File: src/rtl/onchip_mem_master_pkg.sv
// rtl/onchip_mem_master_pkg.sv - shared types and sizing for the on-chip memory initiator
package onchip_mem_master_pkg;

  typedef enum logic [2:0] {
    ST_IDLE  = 3'd0,
    ST_WRITE = 3'd1,
    ST_READ  = 3'd2,
    ST_DRAIN = 3'd3,
    ST_DONE  = 3'd4
  } state_e;

  localparam int RSP_FIFO_DEPTH = 4;

  // Wide enough to hold 0..RSP_FIFO_DEPTH for both the in-flight count and the FIFO fill level.
  localparam int CREDIT_W = $clog2(RSP_FIFO_DEPTH + 1);

endpackage

File: src/rtl/onchip_mem_master_rsp_fifo.sv
// rtl/onchip_mem_master_rsp_fifo.sv - show-ahead read-response FIFO with fill count
module rsp_fifo #(
  parameter int DATA_W = 32,
  parameter int DEPTH  = 4
) (
  input  logic                       clk,
  input  logic                       reset_n,
  input  logic                       push,
  input  logic [DATA_W-1:0]          push_data,
  input  logic                       pop,
  output logic [DATA_W-1:0]          pop_data,
  output logic                       empty,
  output logic [$clog2(DEPTH+1)-1:0] count
);

  localparam int PTR_W = $clog2(DEPTH);
  localparam int CNT_W = $clog2(DEPTH + 1);

  logic [DATA_W-1:0] mem_q [DEPTH];
  logic [PTR_W-1:0]  wr_ptr_q, wr_ptr_d;
  logic [PTR_W-1:0]  rd_ptr_q, rd_ptr_d;
  logic [CNT_W-1:0]  count_q, count_d;
  logic              full;
  logic              push_ok;
  logic              pop_ok;

  assign empty    = (count_q == '0);
  assign full     = (count_q == CNT_W'(DEPTH));
  assign count    = count_q;
  assign pop_data = mem_q[rd_ptr_q];

  // A pop of an empty FIFO is ignored; a push into a full FIFO is only legal alongside a pop.
  assign pop_ok  = pop && !empty;
  assign push_ok = push && (!full || pop_ok);

  // Pointer and fill-level bookkeeping; depth is a power of two so pointers wrap naturally.
  always_comb begin
    wr_ptr_d = wr_ptr_q;
    rd_ptr_d = rd_ptr_q;
    count_d  = count_q;
    if (push_ok) begin
      wr_ptr_d = wr_ptr_q + PTR_W'(1);
    end
    if (pop_ok) begin
      rd_ptr_d = rd_ptr_q + PTR_W'(1);
    end
    count_d = count_q + CNT_W'(push_ok) - CNT_W'(pop_ok);
  end

  // Control state flushes on reset so no stale words are presented afterwards.
  always_ff @(posedge clk or negedge reset_n) begin
    if (!reset_n) begin
      wr_ptr_q <= '0;
      rd_ptr_q <= '0;
      count_q  <= '0;
    end else begin
      wr_ptr_q <= wr_ptr_d;
      rd_ptr_q <= rd_ptr_d;
      count_q  <= count_d;
    end
  end

  // Payload storage needs no reset; validity is tracked by the count alone.
  always_ff @(posedge clk) begin
    if (push_ok) begin
      mem_q[wr_ptr_q] <= push_data;
    end
  end

`ifndef SYNTHESIS
  // The issuer's credit accounting must never let a response arrive with nowhere to go.
  assert property (@(posedge clk) disable iff (!reset_n) !(push && full && !pop_ok));
`endif

endmodule

File: src/rtl/onchip_mem_master.sv
// rtl/onchip_mem_master.sv - Avalon-MM burst initiator for the on-chip payload memory
module onchip_mem_master
  import onchip_mem_master_pkg::*;
#(
  parameter int ADDR_W       = 18,
  parameter int DATA_W       = 32,
  parameter int LEN_W        = 16,
  parameter int READ_LATENCY = 1
) (
  input  logic                clk,
  input  logic                reset_n,
  input  logic                cmd_valid,
  output logic                cmd_ready,
  input  logic                cmd_write,
  input  logic [ADDR_W-1:0]   cmd_addr,
  input  logic [LEN_W-1:0]    cmd_len,
  input  logic                wr_valid,
  output logic                wr_ready,
  input  logic [DATA_W-1:0]   wr_data,
  output logic                rd_valid,
  input  logic                rd_ready,
  output logic [DATA_W-1:0]   rd_data,
  output logic                busy,
  output logic                done,
  output logic [ADDR_W-1:0]   m_address,
  output logic                m_chipselect,
  output logic                m_write,
  output logic [DATA_W/8-1:0] m_byteenable,
  output logic [DATA_W-1:0]   m_writedata,
  output logic                m_clken,
  input  logic [DATA_W-1:0]   m_readdata
);

  state_e                  state_q, state_d;
  logic [ADDR_W-1:0]       addr_q, addr_d;
  logic [LEN_W-1:0]        remaining_q, remaining_d;
  logic [CREDIT_W-1:0]     outstanding_q, outstanding_d;
  logic [READ_LATENCY-1:0] vld_sr_q, vld_sr_d;

  logic [CREDIT_W-1:0]     fifo_count;
  logic                    fifo_empty;
  logic [CREDIT_W:0]       credit;
  logic                    issue;
  logic                    wr_fire;
  logic                    access;
  logic                    rsp_push;
  logic                    rsp_pop;

  // Every read in flight or already buffered holds one FIFO slot; issue only while a slot is free.
  assign credit   = {1'b0, outstanding_q} + {1'b0, fifo_count};
  assign issue    = (state_q == ST_READ) && (credit < (CREDIT_W + 1)'(RSP_FIFO_DEPTH));
  assign wr_fire  = (state_q == ST_WRITE) && wr_valid;
  assign access   = wr_fire || issue;
  assign rsp_push = vld_sr_q[READ_LATENCY-1];
  assign rsp_pop  = rd_valid && rd_ready;

  assign cmd_ready = (state_q == ST_IDLE);
  assign busy      = (state_q != ST_IDLE);
  assign done      = (state_q == ST_DONE);
  assign wr_ready  = (state_q == ST_WRITE);
  assign rd_valid  = !fifo_empty;
  assign m_clken   = 1'b1;

  // Command sequencing: latch on accept, walk the burst, wait for the last read word, pulse done.
  always_comb begin
    state_d     = state_q;
    addr_d      = addr_q;
    remaining_d = remaining_q;
    case (state_q)
      ST_IDLE: begin
        if (cmd_valid) begin
          addr_d      = cmd_addr;
          remaining_d = cmd_len;
          if (cmd_len == '0) begin
            state_d = ST_DONE;
          end else if (cmd_write) begin
            state_d = ST_WRITE;
          end else begin
            state_d = ST_READ;
          end
        end
      end
      ST_WRITE: begin
        if (wr_valid) begin
          addr_d      = addr_q + ADDR_W'(1);
          remaining_d = remaining_q - LEN_W'(1);
          if (remaining_q == LEN_W'(1)) begin
            state_d = ST_DONE;
          end
        end
      end
      ST_READ: begin
        if (issue) begin
          addr_d      = addr_q + ADDR_W'(1);
          remaining_d = remaining_q - LEN_W'(1);
          if (remaining_q == LEN_W'(1)) begin
            state_d = ST_DRAIN;
          end
        end
      end
      ST_DRAIN: begin
        if (outstanding_q == '0) begin
          state_d = ST_DONE;
        end
      end
      ST_DONE: begin
        state_d = ST_IDLE;
      end
      default: begin
        state_d = ST_IDLE;
      end
    endcase
  end

  // Read-return tracking: the shift register marks the cycle readdata is valid for each issue.
  always_comb begin
    vld_sr_d      = READ_LATENCY'({vld_sr_q, issue});
    outstanding_d = outstanding_q + CREDIT_W'(issue) - CREDIT_W'(rsp_push);
  end

  // Bus strobes are driven straight from state and registers; idle cycles present all zeros.
  always_comb begin
    m_chipselect = access;
    m_write      = wr_fire;
    m_address    = '0;
    m_byteenable = '0;
    m_writedata  = '0;
    if (access) begin
      m_address    = addr_q;
      m_byteenable = '1;
    end
    if (wr_fire) begin
      m_writedata = wr_data;
    end
  end

  // State and burst registers; reset abandons any burst in progress.
  always_ff @(posedge clk or negedge reset_n) begin
    if (!reset_n) begin
      state_q       <= ST_IDLE;
      addr_q        <= '0;
      remaining_q   <= '0;
      outstanding_q <= '0;
      vld_sr_q      <= '0;
    end else begin
      state_q       <= state_d;
      addr_q        <= addr_d;
      remaining_q   <= remaining_d;
      outstanding_q <= outstanding_d;
      vld_sr_q      <= vld_sr_d;
    end
  end

  rsp_fifo #(
    .DATA_W (DATA_W),
    .DEPTH  (RSP_FIFO_DEPTH)
  ) u_rsp_fifo (
    .clk       (clk),
    .reset_n   (reset_n),
    .push      (rsp_push),
    .push_data (m_readdata),
    .pop       (rsp_pop),
    .pop_data  (rd_data),
    .empty     (fifo_empty),
    .count     (fifo_count)
  );

endmodule

File: config.mk
export PLATFORM = sky130hd
export DESIGN_NAME = onchip_mem_master
export DESIGN_NICKNAME = d
export VERILOG_FILES = /design/src/rtl/onchip_mem_master_pkg.sv /design/src/rtl/onchip_mem_master_rsp_fifo.sv /design/src/rtl/onchip_mem_master.sv
export SDC_FILE = /design/constraint.sdc
export NUM_CORES = 1
export LEC_CHECK = 0
export ABC_AREA = 1
export BUFFER_PORTS_ARGS = -buffer_cell sky130_fd_sc_hd__buf_2
export CORE_ASPECT_RATIO = 0.75
export CORE_MARGIN = 3
export CORE_UTILIZATION = 30
export DETAILED_ROUTE_END_ITERATION = 8
export GPL_TIMING_DRIVEN = 0
export HOLD_SLACK_MARGIN = 0.15
export MAX_ROUTING_LAYER = met4
export PLACE_DENSITY = 0.54
export SETUP_SLACK_MARGIN = 0.15
export SLEW_MARGIN = 20
export SYNTH_ARGS = -nofsm -noshare
export SYNTH_HDL_FRONTEND = slang
export SYNTH_SLANG_ARGS = --single-unit
File: constraint.sdc
create_clock -name clk -period 3.5 [get_ports clk]
set_input_delay 0 -clock clk [delete_from_list [all_inputs] [get_ports clk]]
set_output_delay 0 -clock clk [all_outputs]
set_load 0.01 [all_outputs]
### After elaboration in Yosys (flattened, before gate mapping)

Memories as Yosys holds them, arrays and structs flattened.
Index checks and enable logic that the tools add are counted.

* memories kept: 1
* register bits after elaboration: 48
* RAM bits: 128
* output and inout port bits: 94
* bits of input ports: 104

* $add $sub $neg: 9
* $lt $le $gt $ge: 1
* reduce and logical (&&, ||, !) cells: 17
* multiplexer cells: 22
* eq/ne operators: 12

Memories
* u_rsp_fifo.mem_q: words 4, bits a word 32, read ports 1, clocked after memory_dff 0, wr ports 1, RTL line onchip_mem_master_rsp_fifo.sv:19 `logic [DATA_W-1:0] mem_q [DEPTH];`

Operator list (count)
* $mux W18: 4
* $pmux W18 S3: 1
* $mux W16: 3
* $pmux W16 S3: 1
* $mux W32: 1
* $mux W3: 7
* $add A18 B1 Y18 const B: 1
* $eq A16 B1 Y1 const B: 1
* $logic_not A16 Y1: 1
* $sub A16 B1 Y16 const B: 1
* $pmux W3 S4: 1
* $logic_not A3 Y1: 3
* $ne A2 B2 Y1 const B: 4
* $add A3 B1 Y3: 2
* $eq A3 B2 Y1 const B: 2
* $eq A3 B3 Y1 const B: 2
* $reduce_and A6 Y1: 1
* $reduce_bool A3 Y1: 2
* $sub A3 B1 Y3: 2
* $logic_and A1 B1 Y1: 5
* $add A2 B1 Y2 const B: 2
* $add A3 B3 Y4: 1
* $lt A4 B3 Y1 const B: 1
* $mux W4: 1
* other kinds (7): 11

### Longest topological paths before layout

* depth in word-level cells: 8
* mapped depth: 11
* depth with buffers taken out: 11

### Modules after synthesis

From an unflattened synthesis, not the netlist that was laid out.

* cells, all modules: 1026
* area total of the unflattened synthesis: 9038.7 µm²

Modules (own cells, without submodules)
* rsp_fifo: instances 1, seq. area each 4018.9 µm², cells each 431, area each 5539.1 µm²
* onchip_mem_master: instances 1, seq. area each 1026.0 µm², cells each 595, area each 3499.6 µm²

### Worst setup path before layout

OpenSTA, ideal clock, no wires.

* path kind: flip-flop to flip-flop
* start: register u_rsp_fifo.count_q[1], in the netlist u_rsp_fifo.count[1]
* end: memory u_rsp_fifo.mem_q[0][0], enable pin
* stages on the path, launching flop included: 7
* slack: 0.798 ns
* setup time: 0.421 ns
* data arrival time: 2.281 ns
* cell sequence: dfrtp_1 -> nor2_1 -> nand3_1 -> and2_1 -> clkbuf_1 -> inv_1 -> nor2_1

* cells in the longest elaborated chain, start to end: 8
* elaborated cells on any way between the ends: 10

RTL lines
* from (decl): RTL line onchip_mem_master_rsp_fifo.sv:22 `logic [CNT_W-1:0] count_q, count_d;`
* from (signal assigned): RTL line onchip_mem_master_rsp_fifo.sv:59 `count_q <= count_d;`
* $logic_not A3 Y1: RTL line onchip_mem_master_rsp_fifo.sv:27 `assign empty = (count_q == '0);`
* $logic_not A1 Y1: RTL line onchip_mem_master_rsp_fifo.sv:33, onchip_mem_master.sv:61
* $logic_and A1 B1 Y1: RTL line onchip_mem_master.sv:55 `assign rsp_pop = rd_valid && rd_ready;`
* $logic_and A1 B1 Y1: RTL line onchip_mem_master_rsp_fifo.sv:33 `assign pop_ok = pop && !empty;`
* $logic_or A1 B1 Y1 (*): RTL line onchip_mem_master_rsp_fifo.sv:34 `assign push_ok = push && (!full || pop_ok);`
* $logic_and A1 B1 Y1 (*): RTL line onchip_mem_master_rsp_fifo.sv:34
* $mux W1 (*): RTL line onchip_mem_master_rsp_fifo.sv:65 `if (push_ok) begin`
* $mux W1 (not written as such) (*): RTL line onchip_mem_master_rsp_fifo.sv:66 `mem_q[wr_ptr_q] <= push_data;`
* to (decl): RTL line onchip_mem_master_rsp_fifo.sv:19

Every way passes the cells marked *; elsewhere a longest branch is shown, timed or not.

### Worst setup path in the final report

* start: register outstanding_q[1]
* end: register outstanding_q[2]

* cells in the longest elaborated chain, start to end: 5

RTL lines
* from (decl): RTL line onchip_mem_master.sv:37 `logic [CREDIT_W-1:0] outstanding_q, outstanding_d;`
* from (signal assigned): RTL line onchip_mem_master.sv:149 `outstanding_q <= outstanding_d;`
* $add A3 B3 Y4: RTL line onchip_mem_master.sv:50 `assign credit = {1'b0, outstanding_q} + {1'b0, fifo_count};`
* $lt A4 B3 Y1: RTL line onchip_mem_master.sv:51 `assign issue = (state_q == ST_READ) && (credit < (CREDIT_W + 1)'(RSP_FIFO_DEPTH));`
* $logic_and A1 B1 Y1: RTL line onchip_mem_master.sv:51
* net issue: RTL line onchip_mem_master.sv:43 `logic issue;`
* $add A3 B1 Y3: RTL line onchip_mem_master.sv:118 `outstanding_d = outstanding_q + CREDIT_W'(issue) - CREDIT_W'(rsp_push);`
* $sub A3 B1 Y3: RTL line onchip_mem_master.sv:118
* net outstanding_d[2]: RTL line onchip_mem_master.sv:37

The timed path passes the listed nets, and every way through them passes these cells.
A chain may end at the register's enable or synchronous reset.

==> summary.txt <==
Clock tree
  – Worst-path clk slew: 80 ps
  – Max H-tree Level: 4
  – Clk Latency, worst-skew pair: 450 ps
  – CTS tree: done
  – CTS Buf Count: 17
  – Root buf cell: clkbuf_16
  – Setup repair bufs after CTS: 0
  – CTS Sinks: 176
  – Clock Tree Buf Depth: 2

Floorplanning
  – Initial Utilization: 31.1%
  – Core Rows: 52
  – Core box area: 27600 um2
  – Die Width: 201 um
  – Die area: 30700 um2
  – IO Count: 198
  – Chip height: 153 um

Critical path
  – Startpoint types: register
  – Cell Chain, Critical Path: ha_1, nand3_1, nand3_1, nor2_1, inv_1, ha_1, inv_1, ha_1, inv_1, fa_1, xnor2_1
  – CP max stage delay: 450 ps
  – Crit path max fanout: 4
  – CP endpoint kind: register
  – Top delay family on crit path: adder cells
  – Critical Path RT: 3820 ps
  – Setup Crit Path Kind: reg -> reg
  – Buf/Inv on CP: 3
  – Slowest cell on the critical path: dfrtp_1
  – Worst path arrival time: 2780 ps

Routing
  – Via Count: 7182
  – Drc violations: 0
  – Routed length on met3: 984 um
  – WL final: 24800 um
  – First-pass detailed-route iteration total: 5
  – WL met1: 12400 um
  – Vias/cell: 4.46
  – DRT antenna net count: 0
  – Initial DRC count: 411
  – DR WL/cell: 15.4 um
  – Top Layer Used: met4
  – DR WL met2: 11200 um

Cells and area
  – Finished layout cell area: 11500 um2
  – Final Net Count: 1337
  – Final Non-Filler Cells: 1610
  – Synth-to-Final Area Change: 33.9%
  – FF+latch area: 5040 um2
  – Fill cells: 2736
  – Multi-input gate area: 2940 um2
  – Ratio of cells with drive above 1 in the final layout: 23.1%

Global route
  – GR Util All Layers: 16.6%
  – Largest net degree at the start of global routing: 49
  – Total gr overflow: 0
  – Antenna violations before repair: 1
  – Vias in the first global route: 7015
  – First-pass GRT wire length: 39500 um

Power
  – Pwr Density: 848 nW/um2
  – Leakage power: 0.00508 uW
  – VDD IR max: 376 uV

Placed design
  – GPL Wtd Cong: 0.890
  – Placed insts: 1507
  – Port buffer count: 196
  – DP Area: 10200 um2
  – DP Worst Slack: 996 ps
  – DP HPWL: 17700 um

Synth
  – Post-Syn Instances: 929
  – Asr flop ratio synth: 27.3%
  – Sequential element share of the synthesized area: 58.7%
  – Cell variety after synth: 37
  – Mapped Area: 8590 um2
  – Post-synth EDFFs: 128
  – Yosys warns: 0
  – Synth Register Bits: 176
  – Mapped Nets: 1048
  – Dominant cell type by area after synthesis: edfxtp_1
  – Synth top area cells: edfxtp_1 45%, dfrtp_1 14%, nor2_1 7.8%
  – Synthesized area per cell: 9.25 um2
  – Top cell type's share of synthesized area: 44.7%
  – Synth Flop Type: edfxtp_1

Timing
  – Final Hold Fails: 0
  – Setup ws final: 1040 ps
  – Worst-margin pin slew: 758 ps
  – Worst slew margin: 49.4%
  – Skew final: 29.3 ps
  – Endpoints failing setup: 0
  – Fmax: 407 MHz
  – RSZ-0062 raised after global routing: no
  – Crit share post-route: 70.2%
  – Final Max Tran Viols: 0
  – Final min period: 2460 ps

Min path
  – HP Class: in -> async

Status
  – Status: finished clean

Run
  – # Max-Cap Violations: 0
synthesized netlist by cell type, types with 3 or more instances:
library cell,instances
a21oi_1,3
buf_2,9
buf_4,10
buf_6,4
clkbuf_1,18
dfrtp_1,48
edfxtp_1,128
ha_1,13
inv_1,99
inv_2,5
nand2_1,166
nand3_1,54
nand3b_1,3
nand4_1,12
nor2_1,179
nor3_1,8
o21ai_0,88
o21ai_1,5
o22ai_1,32
or2_2,9
xnor2_1,6
xor2_1,7
cell families (layout without fill, tap and decap cells):
family                     Yosys count  after routing  synth area share [%]
buffers and inverters              147            449                  7.34
and+or+nand+nor                    444            444                  21.8
DFF                                176            176                  58.7
AOI/OAI and AO/OA                  133            133                  8.39
xor gates and xnor gates            13             13                  1.33
other                                1              2                0.0437
adders and majority gates           15             15                  2.36
worst register-to-register path, stage by stage, from the launching register on:
cell	delay, ps
dfrtp_1	450
ha_1	320
nand3_1	70
nand3_1	110
nor2_1	290
inv_1	80
ha_1	290
inv_1	50
ha_1	130
inv_1	50
fa_1	380
xnor2_1	140
cell usage in the layout (no fill, tap or decap), drive strengths merged:
cell,instances
a21oi,3
and2,2
buf,224
clkbuf,35
clkinv,5
clkinvlp,1
conb,1
dfrtp,48
diode,1
dlygate4sd3,70
edfxtp,128
fa,2
ha,13
inv,114
nand2,170
nand3,55
nand3b,3
nand4,12
nor2,183
nor3,8
o21ai,95
o21bai,2
o22ai,32
o31ai,1
or2,11
xnor2,6
xor2,7
metal layers:
metal	GRT usage (%)	vias up
met4	4.12	0
li1	-	3656
met1	24.3	3370
met3	2.20	14
met2	24.5	142
met5	-	-
state kept, by name, summed over array words and instances (netlist names):
| name | count |
|---|---|
| u_rsp_fifo.mem_q | 128 |
| u_rsp_fifo.wr_ptr_q | 2 |
| u_rsp_fifo.rd_ptr_q | 2 |
| state_q | 3 |
| addr_q | 18 |
| rsp_push | 1 |
| u_rsp_fifo.count | 3 |
| remaining_q | 16 |
| outstanding_q | 3 |
final timing paths:
check,startpoint,cells after the start,slack (ps),endpoint
setup / recovery,outstanding_q[1],11,1040,outstanding_q[2]
hold / removal,reset_n,2,150,remaining_q[3]
setup reg to reg,outstanding_q[1],11,1040,outstanding_q[2]
hold reg to reg,remaining_q[15],2,510,remaining_q[15]
max in group asynchronous,reset_n,2,2890,remaining_q[12]
min in group clk,wr_valid,7,160,addr_q[17]
power breakdown:
part / internal [uW] / leakage, uW / switching, uW
sequential: 2670 / 0.00174 / 357
clock: 985 / 0.000297 / 990
combinational: 1710 / 0.00305 / 3040
total: 5370 / 0.00508 / 4390
final cells by class:
cell class | instances | share of cell area [%]
flip-flops and latches | 176 | 43.8
multi-input cells | 606 | 25.6
repair buffers | 270 | 15.6
well taps | 378 | 4.11
clock buffers | 17 | 3.70
inverters | 105 | 3.43
plain buffers | 42 | 2.06
clock inverters | 15 | 1.65
diodes | 1 | 0.0218
metrics by stage:
step | TNS (ps) | power, uW | util (%) | hold slack [ps]
floorplan | 0 | 6090 | - | -296
global placement | -55920 | 7700 | 36.4 | 220
detailed placement | 0 | 7810 | 36.9 | 85.9
CTS | 0 | 9880 | 41.7 | 151
global route | 0 | 10600 | 41.7 | 195
finish | 0 | 9750 | 41.7 | 152
timing repair:
| item | in CTS | in global routing |
|---|---|---|
| hold buffers | 70 | 0 |
| endpoints found under the hold margin | 215 | 0 |
| gates resized for setup | 0 | 0 |
| setup endpoints to repair | 0 | 0 |
Power figures use the tool's default switching activity.
